`src/rtl/generador_tonos_n.sv`:
```
// Priority-keyed square-wave tone generator; 1-cycle input latency, free-running output with no backpressure.
// Optional sustain tail after key release is built when SUSTAIN_EN is defined.
module generador_tonos_n #(
  parameter int                            NUM_KEYS       = 7,
  parameter int                            DIV_WIDTH      = 21,
  parameter logic [NUM_KEYS*DIV_WIDTH-1:0] TABLA          = {21'd50619, 21'd56818, 21'd63776, 21'd71586,
                                                             21'd75843, 21'd85131, 21'd95556},
  parameter logic [24:0]                   SUSTAIN_CYCLES = 25'd5000000,
  localparam int                           SEL_W          = (NUM_KEYS > 1) ? $clog2(NUM_KEYS) : 1
) (
  input  logic                clk,
  input  logic                reset,
  input  logic [NUM_KEYS-1:0] teclas,
  input  logic [1:0]          octava,
  output logic                clk_out,
  output logic                activo,
  output logic [SEL_W-1:0]    nota
);

`ifdef SUSTAIN_EN
  typedef enum logic [1:0] {IDLE, TONO, HOLD} state_t;
`else
  typedef enum logic [1:0] {IDLE, TONO} state_t;
`endif

  state_t                state, state_n;
  logic [NUM_KEYS-1:0]   teclas_r;
  logic [1:0]            octava_r, oct_q, oct_n;
  logic [SEL_W-1:0]      sel_in, sel_q, sel_n, nota_n;
  logic [DIV_WIDTH-1:0]  cnt, cnt_n, tab_entry, shifted, hp;
  logic                  any_key, restart, run, clk_n, act_n;
`ifdef SUSTAIN_EN
  logic [24:0]           tmr, tmr_n;
`endif

  // Lowest-index pressed key wins
  always_comb begin
    sel_in = '0;
    for (int i = NUM_KEYS - 1; i >= 0; i--) begin
      if (teclas_r[i]) sel_in = SEL_W'(i);
    end
    any_key = |teclas_r;
  end

  // Half-period follows the latched note, so a sustained tail keeps its pitch
  always_comb begin
    tab_entry = TABLA[int'(sel_q) * DIV_WIDTH +: DIV_WIDTH];
    shifted   = tab_entry >> oct_q;
    hp        = (shifted == '0) ? DIV_WIDTH'(1) : shifted;
  end

  always_comb begin
    state_n = state;
    cnt_n   = cnt;
    clk_n   = clk_out;
    act_n   = activo;
    nota_n  = nota;
    sel_n   = sel_q;
    oct_n   = oct_q;
    restart = 1'b0;
    run     = 1'b0;
`ifdef SUSTAIN_EN
    tmr_n   = tmr;
`endif
    case (state)
      IDLE: begin
        if (any_key) begin
          state_n = TONO;
          restart = 1'b1;
        end
      end
      TONO: begin
        if (!any_key) begin
`ifdef SUSTAIN_EN
          state_n = HOLD;
          tmr_n   = '0;
          run     = 1'b1;
`else
          state_n = IDLE;
`endif
        end else if (sel_in != sel_q || octava_r != oct_q) begin
          restart = 1'b1;
        end else begin
          run = 1'b1;
        end
      end
`ifdef SUSTAIN_EN
      HOLD: begin
        if (any_key) begin
          state_n = TONO;
          if (sel_in != sel_q || octava_r != oct_q) restart = 1'b1;
          else                                      run     = 1'b1;
        end else if (25'(tmr + 1'b1) >= SUSTAIN_CYCLES) begin
          state_n = IDLE;
        end else begin
          tmr_n = tmr + 1'b1;
          run   = 1'b1;
        end
      end
`endif
      default: state_n = IDLE;
    endcase

    if (restart) begin
      cnt_n  = '0;
      clk_n  = 1'b0;
      act_n  = 1'b1;
      nota_n = sel_in;
      sel_n  = sel_in;
      oct_n  = octava_r;
    end else if (run) begin
      if (cnt == hp - 1'b1) begin
        cnt_n = '0;
        clk_n = ~clk_out;
      end else begin
        cnt_n = cnt + 1'b1;
      end
    end

    if (state_n == IDLE) begin
      cnt_n  = '0;
      clk_n  = 1'b0;
      act_n  = 1'b0;
      nota_n = '0;
    end
  end

  always_ff @(posedge clk or posedge reset) begin
    if (reset) begin
      state    <= IDLE;
      teclas_r <= '0;
      octava_r <= '0;
      sel_q    <= '0;
      oct_q    <= '0;
      cnt      <= '0;
      clk_out  <= 1'b0;
      activo   <= 1'b0;
      nota     <= '0;
`ifdef SUSTAIN_EN
      tmr      <= '0;
`endif
    end else begin
      state    <= state_n;
      teclas_r <= teclas;
      octava_r <= octava;
      sel_q    <= sel_n;
      oct_q    <= oct_n;
      cnt      <= cnt_n;
      clk_out  <= clk_n;
      activo   <= act_n;
      nota     <= nota_n;
`ifdef SUSTAIN_EN
      tmr      <= tmr_n;
`endif
    end
  end

endmodule

```
`config.mk`:
```
export PLATFORM = sky130hd
export DESIGN_NAME = generador_tonos_n
export DESIGN_NICKNAME = d
export VERILOG_FILES = /design/src/rtl/generador_tonos_n.sv
export SDC_FILE = /design/constraint.sdc
export NUM_CORES = 1
export LEC_CHECK = 0
export ABC_AREA = 1
export CAP_MARGIN = 20
export CORE_MARGIN = 2
export CORE_UTILIZATION = 55
export DETAILED_ROUTE_END_ITERATION = 8
export PLACE_DENSITY = 0.77
export SLEW_MARGIN = 20
export SYNTH_ARGS = -nofsm -noshare
export SYNTH_HDL_FRONTEND = slang
export SYNTH_SLANG_ARGS = --single-unit
```
`constraint.sdc`:
```
create_clock -name clk -period 3.1 [get_ports clk]
set_input_delay 0.62 -clock clk [delete_from_list [all_inputs] [get_ports clk]]
set_output_delay 0.62 -clock clk [all_outputs]
set_load 0.01 [all_outputs]
```
==> tab_implementation.tex <==
\begin{tabular}{lr}
\hline
Metric & Value \\
\hline
\multicolumn{2}{l}{\textbf{STA}} \\
Time the final worst path needs with I/O delays and setup & 3.36 ns \\
Total of endpoints with negative setup slack in the final report & 22 \\
Headroom to the max-slew limit & 0.651 \\
Max Transition Viols Final & 0 \\
Timing-limited maximum frequency & 298 MHz \\
Slew at the pin with the worst max-slew slack & 0.520 ns \\
Worst hold slack after final layout & 0.455 ns \\
Final count of hold timing violations & 0 \\
Final sum of negative setup slack & -5.14 ns \\
Post-route clock skew & 0.00917 ns \\
Final critical-path setup slack & -0.258 ns \\
Fin crit share & 1.08 \\
RSZ-0062 raised after global routing & yes \\
\multicolumn{2}{l}{\textbf{Logic synthesis}} \\
Seq/Total Area, Yosys & 0.308 \\
Mapped Cells & 505 \\
Number of flops mapped to enable cells by yosys & 0 \\
Net count after synthesis & 527 \\
Top cell type's share of synthesized area & 0.308 \\
Mean instance size in the synthesized netlist & around 6.8 um\^{}2 \\
Number of warnings printed during yosys synthesis & 0 \\
Predominant post-synthesis flop cell & sky130\_fd\_sc\_hd\_\_dfrtp\_1 \\
Number of different library cells in the post-synthesis netlist & 35 \\
Total standard cell area after synthesis & 3420 um\^{}2 \\
Dominant cells by area after synthesis & sky130\_fd\_sc\_hd\_\_dfrtp\_1, sky130\_fd\_sc\_hd\_\_nand2\_1, sky130\_fd\_sc\_hd\_\_nand3\_1 \\
Count of state elements after synthesis & 42 \\
Asr flop ratio synth & 1.00 \\
Cell taking the most area after synthesis & sky130\_fd\_sc\_hd\_\_dfrtp\_1 \\
\multicolumn{2}{l}{\textbf{Clock tree}} \\
Maximum buffer depth of the clock tree & 2 \\
Hold-fix buffers, CTS & 0 \\
Cell at the root of the clock tree & sky130\_fd\_sc\_hd\_\_clkbuf\_8 \\
Worst-Skew Late Latency & 0.30 ns \\
CTS buffer count & 5 \\
TritonCTS sink count & 42 \\
Clock-pin transition on the worst setup and hold timing paths & 0.08 ns \\
Clock tree from TritonCTS & yes \\
Max H-tree Level & 2 \\
\multicolumn{2}{l}{\textbf{Pwr}} \\
Peak supply drop & 0.000399 V \\
Lkg Pwr & roughly 2.1 nW \\
Power per unit of standard cell area & approximately 440 nW/um\^{}2 \\
\multicolumn{2}{l}{\textbf{Floorplanning}} \\
Overall die width & 82.8 um \\
Placeable Area & 5960 um\^{}2 \\
Height of the chip & 82.8 um \\
Site Rows & 28 \\
Initial cell density of the core & 0.574 \\
Area enclosed by the die boundary & 6860 um\^{}2 \\
Number of top-level pins & 16 \\
\multicolumn{2}{l}{\textbf{Worst hold path}} \\
Worst Hold Class & reg -> reg \\
\multicolumn{2}{l}{\textbf{GRT}} \\
Number of global-route vias before repair & 3370 \\
Met2 routing resource usage after global routing & 0.442 \\
Total global routing overflow & 0 \\
Met3 Usage GRT & 0.0298 \\
Met1 Use GR & 0.356 \\
Wire length of the first global-routing pass & 15200 um \\
Initial antenna violation count & 0 \\
GRT Overall Usage & 0.265 \\
Most heavily used metal layer in global routing & met2 \\
Pin count of the biggest net entering global routing & 43 \\
\multicolumn{2}{l}{\textbf{Critical path}} \\
Max incr delay on CP & about 0.42 ns \\
Crit-path most repeated cell & sky130\_fd\_sc\_hd\_\_nand2\_1 \\
Maximum fanout encountered on the critical timing path & 8 \\
Endpoint kind of the worst setup timing path & register \\
Slowest library cell on the worst path & sky130\_fd\_sc\_hd\_\_dfrtp\_1 \\
Startpoint Class & register \\
Required time worst endpoint & roughly 3.3 ns \\
Type of the worst setup path & reg -> reg \\
Data arrival time of the critical path & 3.55 ns \\
\multicolumn{2}{l}{\textbf{Finish}} \\
Layout overhead on the synthesized area & 29.2\% \\
Fraction of layout instances using a drive strength above 1 & 0.280 \\
Antenna cell count & 0 \\
Final-stage net count & 600 \\
\multicolumn{2}{l}{\textbf{Place}} \\
Detailed placer's ending HPWL & approximately 6700 um \\
RePlAce Congestion & $\sim$0.94 \\
Quantity of I/O buffers inserted on ports & 15 \\
\multicolumn{2}{l}{\textbf{Detailed routing}} \\
Total vias in the final route & 3549 \\
DRT iter0 DRCs & 369 \\
Initial DRT Pass Iterations & 5 \\
Post-detailed-route count of antenna-violating nets & 0 \\
Per-cell routed wire length & 14.4 um \\
Final WL & 9420 um \\
DRC violations left & 0 \\
Ratio of routed vias to standard cells & around 5.4 \\
\multicolumn{2}{l}{\textbf{Outcome}} \\
Failing checks & negative setup slack \\
Result of the run & complete, but fails checks \\
\multicolumn{2}{l}{\textbf{Run}} \\
Number of maximum-capacitance violations & 0 \\
\hline
\end{tabular}
[cell type report]
type | instances | area [um^2]
clock inverters | 2 | 13.8
fillers | 450 | 1540
flip-flops and latches | 42 | 1050
clock buffers | 6 | 72.6
inverters | 57 | 219
repair buffers | 80 | 684
multi-input cells | 392 | 2280
well taps | 75 | 93.8
[state kept, by name, indices dropped and copies added, names as in the netlist]
name	count
cnt	21
oct_q	2
sel_q	3
nota	3
activo	1
clk_out	1
teclas_r	7
state	2
octava_r	2
[final timing paths]
kind,from,to,slack (ns),cells past startpoint
min in group asynchronous,reset,teclas_r[6],0.76,3
worst max register to register,sel_q[0],cnt[2],-0.26,26
worst min register to register,state[1],state[0],0.45,1
worst max-delay path,sel_q[0],cnt[2],-0.26,26
max in group asynchronous,reset,sel_q[2],1.96,3
worst min-delay path,state[1],state[0],0.45,1
[cells in the mapped netlist (2+ instances only)]
| cell type | instances |
|---|---|
| sky130_fd_sc_hd__a21oi_1 | 5 |
| sky130_fd_sc_hd__buf_2 | 5 |
| sky130_fd_sc_hd__buf_4 | 3 |
| sky130_fd_sc_hd__buf_6 | 4 |
| sky130_fd_sc_hd__clkbuf_1 | 2 |
| sky130_fd_sc_hd__dfrtp_1 | 42 |
| sky130_fd_sc_hd__ha_1 | 11 |
| sky130_fd_sc_hd__inv_1 | 53 |
| sky130_fd_sc_hd__inv_2 | 4 |
| sky130_fd_sc_hd__nand2_1 | 126 |
| sky130_fd_sc_hd__nand2_2 | 13 |
| sky130_fd_sc_hd__nand3_1 | 76 |
| sky130_fd_sc_hd__nand3_2 | 5 |
| sky130_fd_sc_hd__nand3b_1 | 2 |
| sky130_fd_sc_hd__nand4_1 | 8 |
| sky130_fd_sc_hd__nor2_1 | 67 |
| sky130_fd_sc_hd__nor2_2 | 4 |
| sky130_fd_sc_hd__nor2_4 | 3 |
| sky130_fd_sc_hd__nor3_1 | 7 |
| sky130_fd_sc_hd__nor3_2 | 2 |
| sky130_fd_sc_hd__o211ai_1 | 2 |
| sky130_fd_sc_hd__o21ai_0 | 15 |
| sky130_fd_sc_hd__or2_2 | 2 |
| sky130_fd_sc_hd__xnor2_1 | 4 |
| sky130_fd_sc_hd__xor2_1 | 30 |
[power breakdown]
part           switching [mW]  internal [mW]
clock network           0.186          0.159
logic                   0.580          0.439
registers              0.0171          0.565
total                   0.783           1.16
[cells by family after synthesis]
group,Yosys count,synth area share
AND/OR/NAND/NOR,319,0.427
buffers and inverters,71,0.0919
flip-flops,42,0.308
XOR/XNOR,34,0.0872
AO/OA/AOI/OAI,27,0.0443
adder cells (fa/ha/maj),11,0.0403
other,1,0.00110
[worst max-delay path: cells and delay by family (launching register included)]
| kind | cells | cell delay (ns) |
|---|---|---|
| adders and majority gates | 2 | 0.45 |
| DFF | 1 | 0.42 |
| buffers and inverters | 4 | 0.41 |
| xor gates and xnor gates | 1 | 0.19 |
| and+or+nand+nor | 19 | 1.79 |
[metal layers]
metal / vias to the layer above / wire length (um)
met5: - / 0
met1: 1661 / 4170
met3: 25 / 459
li1: 1752 / -
met4: 0 / 270
met2: 111 / 4530
[cell usage in the layout (no fill, tap or decap), types with 4 or more instances in the layout]
master,netlist,layout
sky130_fd_sc_hd__a21oi_1,5,5
sky130_fd_sc_hd__buf_4,3,61
sky130_fd_sc_hd__clkbuf_8,0,5
sky130_fd_sc_hd__clkdlybuf4s50_1,0,15
sky130_fd_sc_hd__dfrtp_1,42,41
sky130_fd_sc_hd__ha_1,11,7
sky130_fd_sc_hd__inv_1,53,43
sky130_fd_sc_hd__inv_2,4,12
sky130_fd_sc_hd__nand2_1,126,109
sky130_fd_sc_hd__nand2_2,13,25
sky130_fd_sc_hd__nand2_4,1,5
sky130_fd_sc_hd__nand3_1,76,62
sky130_fd_sc_hd__nand3_2,5,18
sky130_fd_sc_hd__nand4_1,8,8
sky130_fd_sc_hd__nor2_1,67,62
sky130_fd_sc_hd__nor2_2,4,8
sky130_fd_sc_hd__nor2_4,3,4
sky130_fd_sc_hd__nor3_1,7,7
sky130_fd_sc_hd__o21ai_0,15,12
sky130_fd_sc_hd__xnor2_1,4,4
sky130_fd_sc_hd__xor2_1,30,29
[metrics by stage]
step	util	worst slack (ns)	power (mW)	std cells	cell area, um^2
floorplan	-	0.00279	1.16	505	3480
global route	0.741	-0.427	2.07	654	4410
finish	0.741	-0.258	1.95	654	4410
CTS	0.707	-0.145	1.85	649	4210
detailed placement	0.679	-0.219	1.47	634	4040
global placement	0.679	-0.152	1.45	634	4040
[what timing repair did]
item | 4_1_cts | 5_1_grt
endpoints found under the setup margin | 22 | 22
cloned | 0 | 1
pin swaps | 3 | 25
gates resized for setup | 9 | 40
buffers inserted | 7 | 4
endpoints found under the hold margin | 0 | 0
No activity file was read; power rests on OpenSTA's default activity.
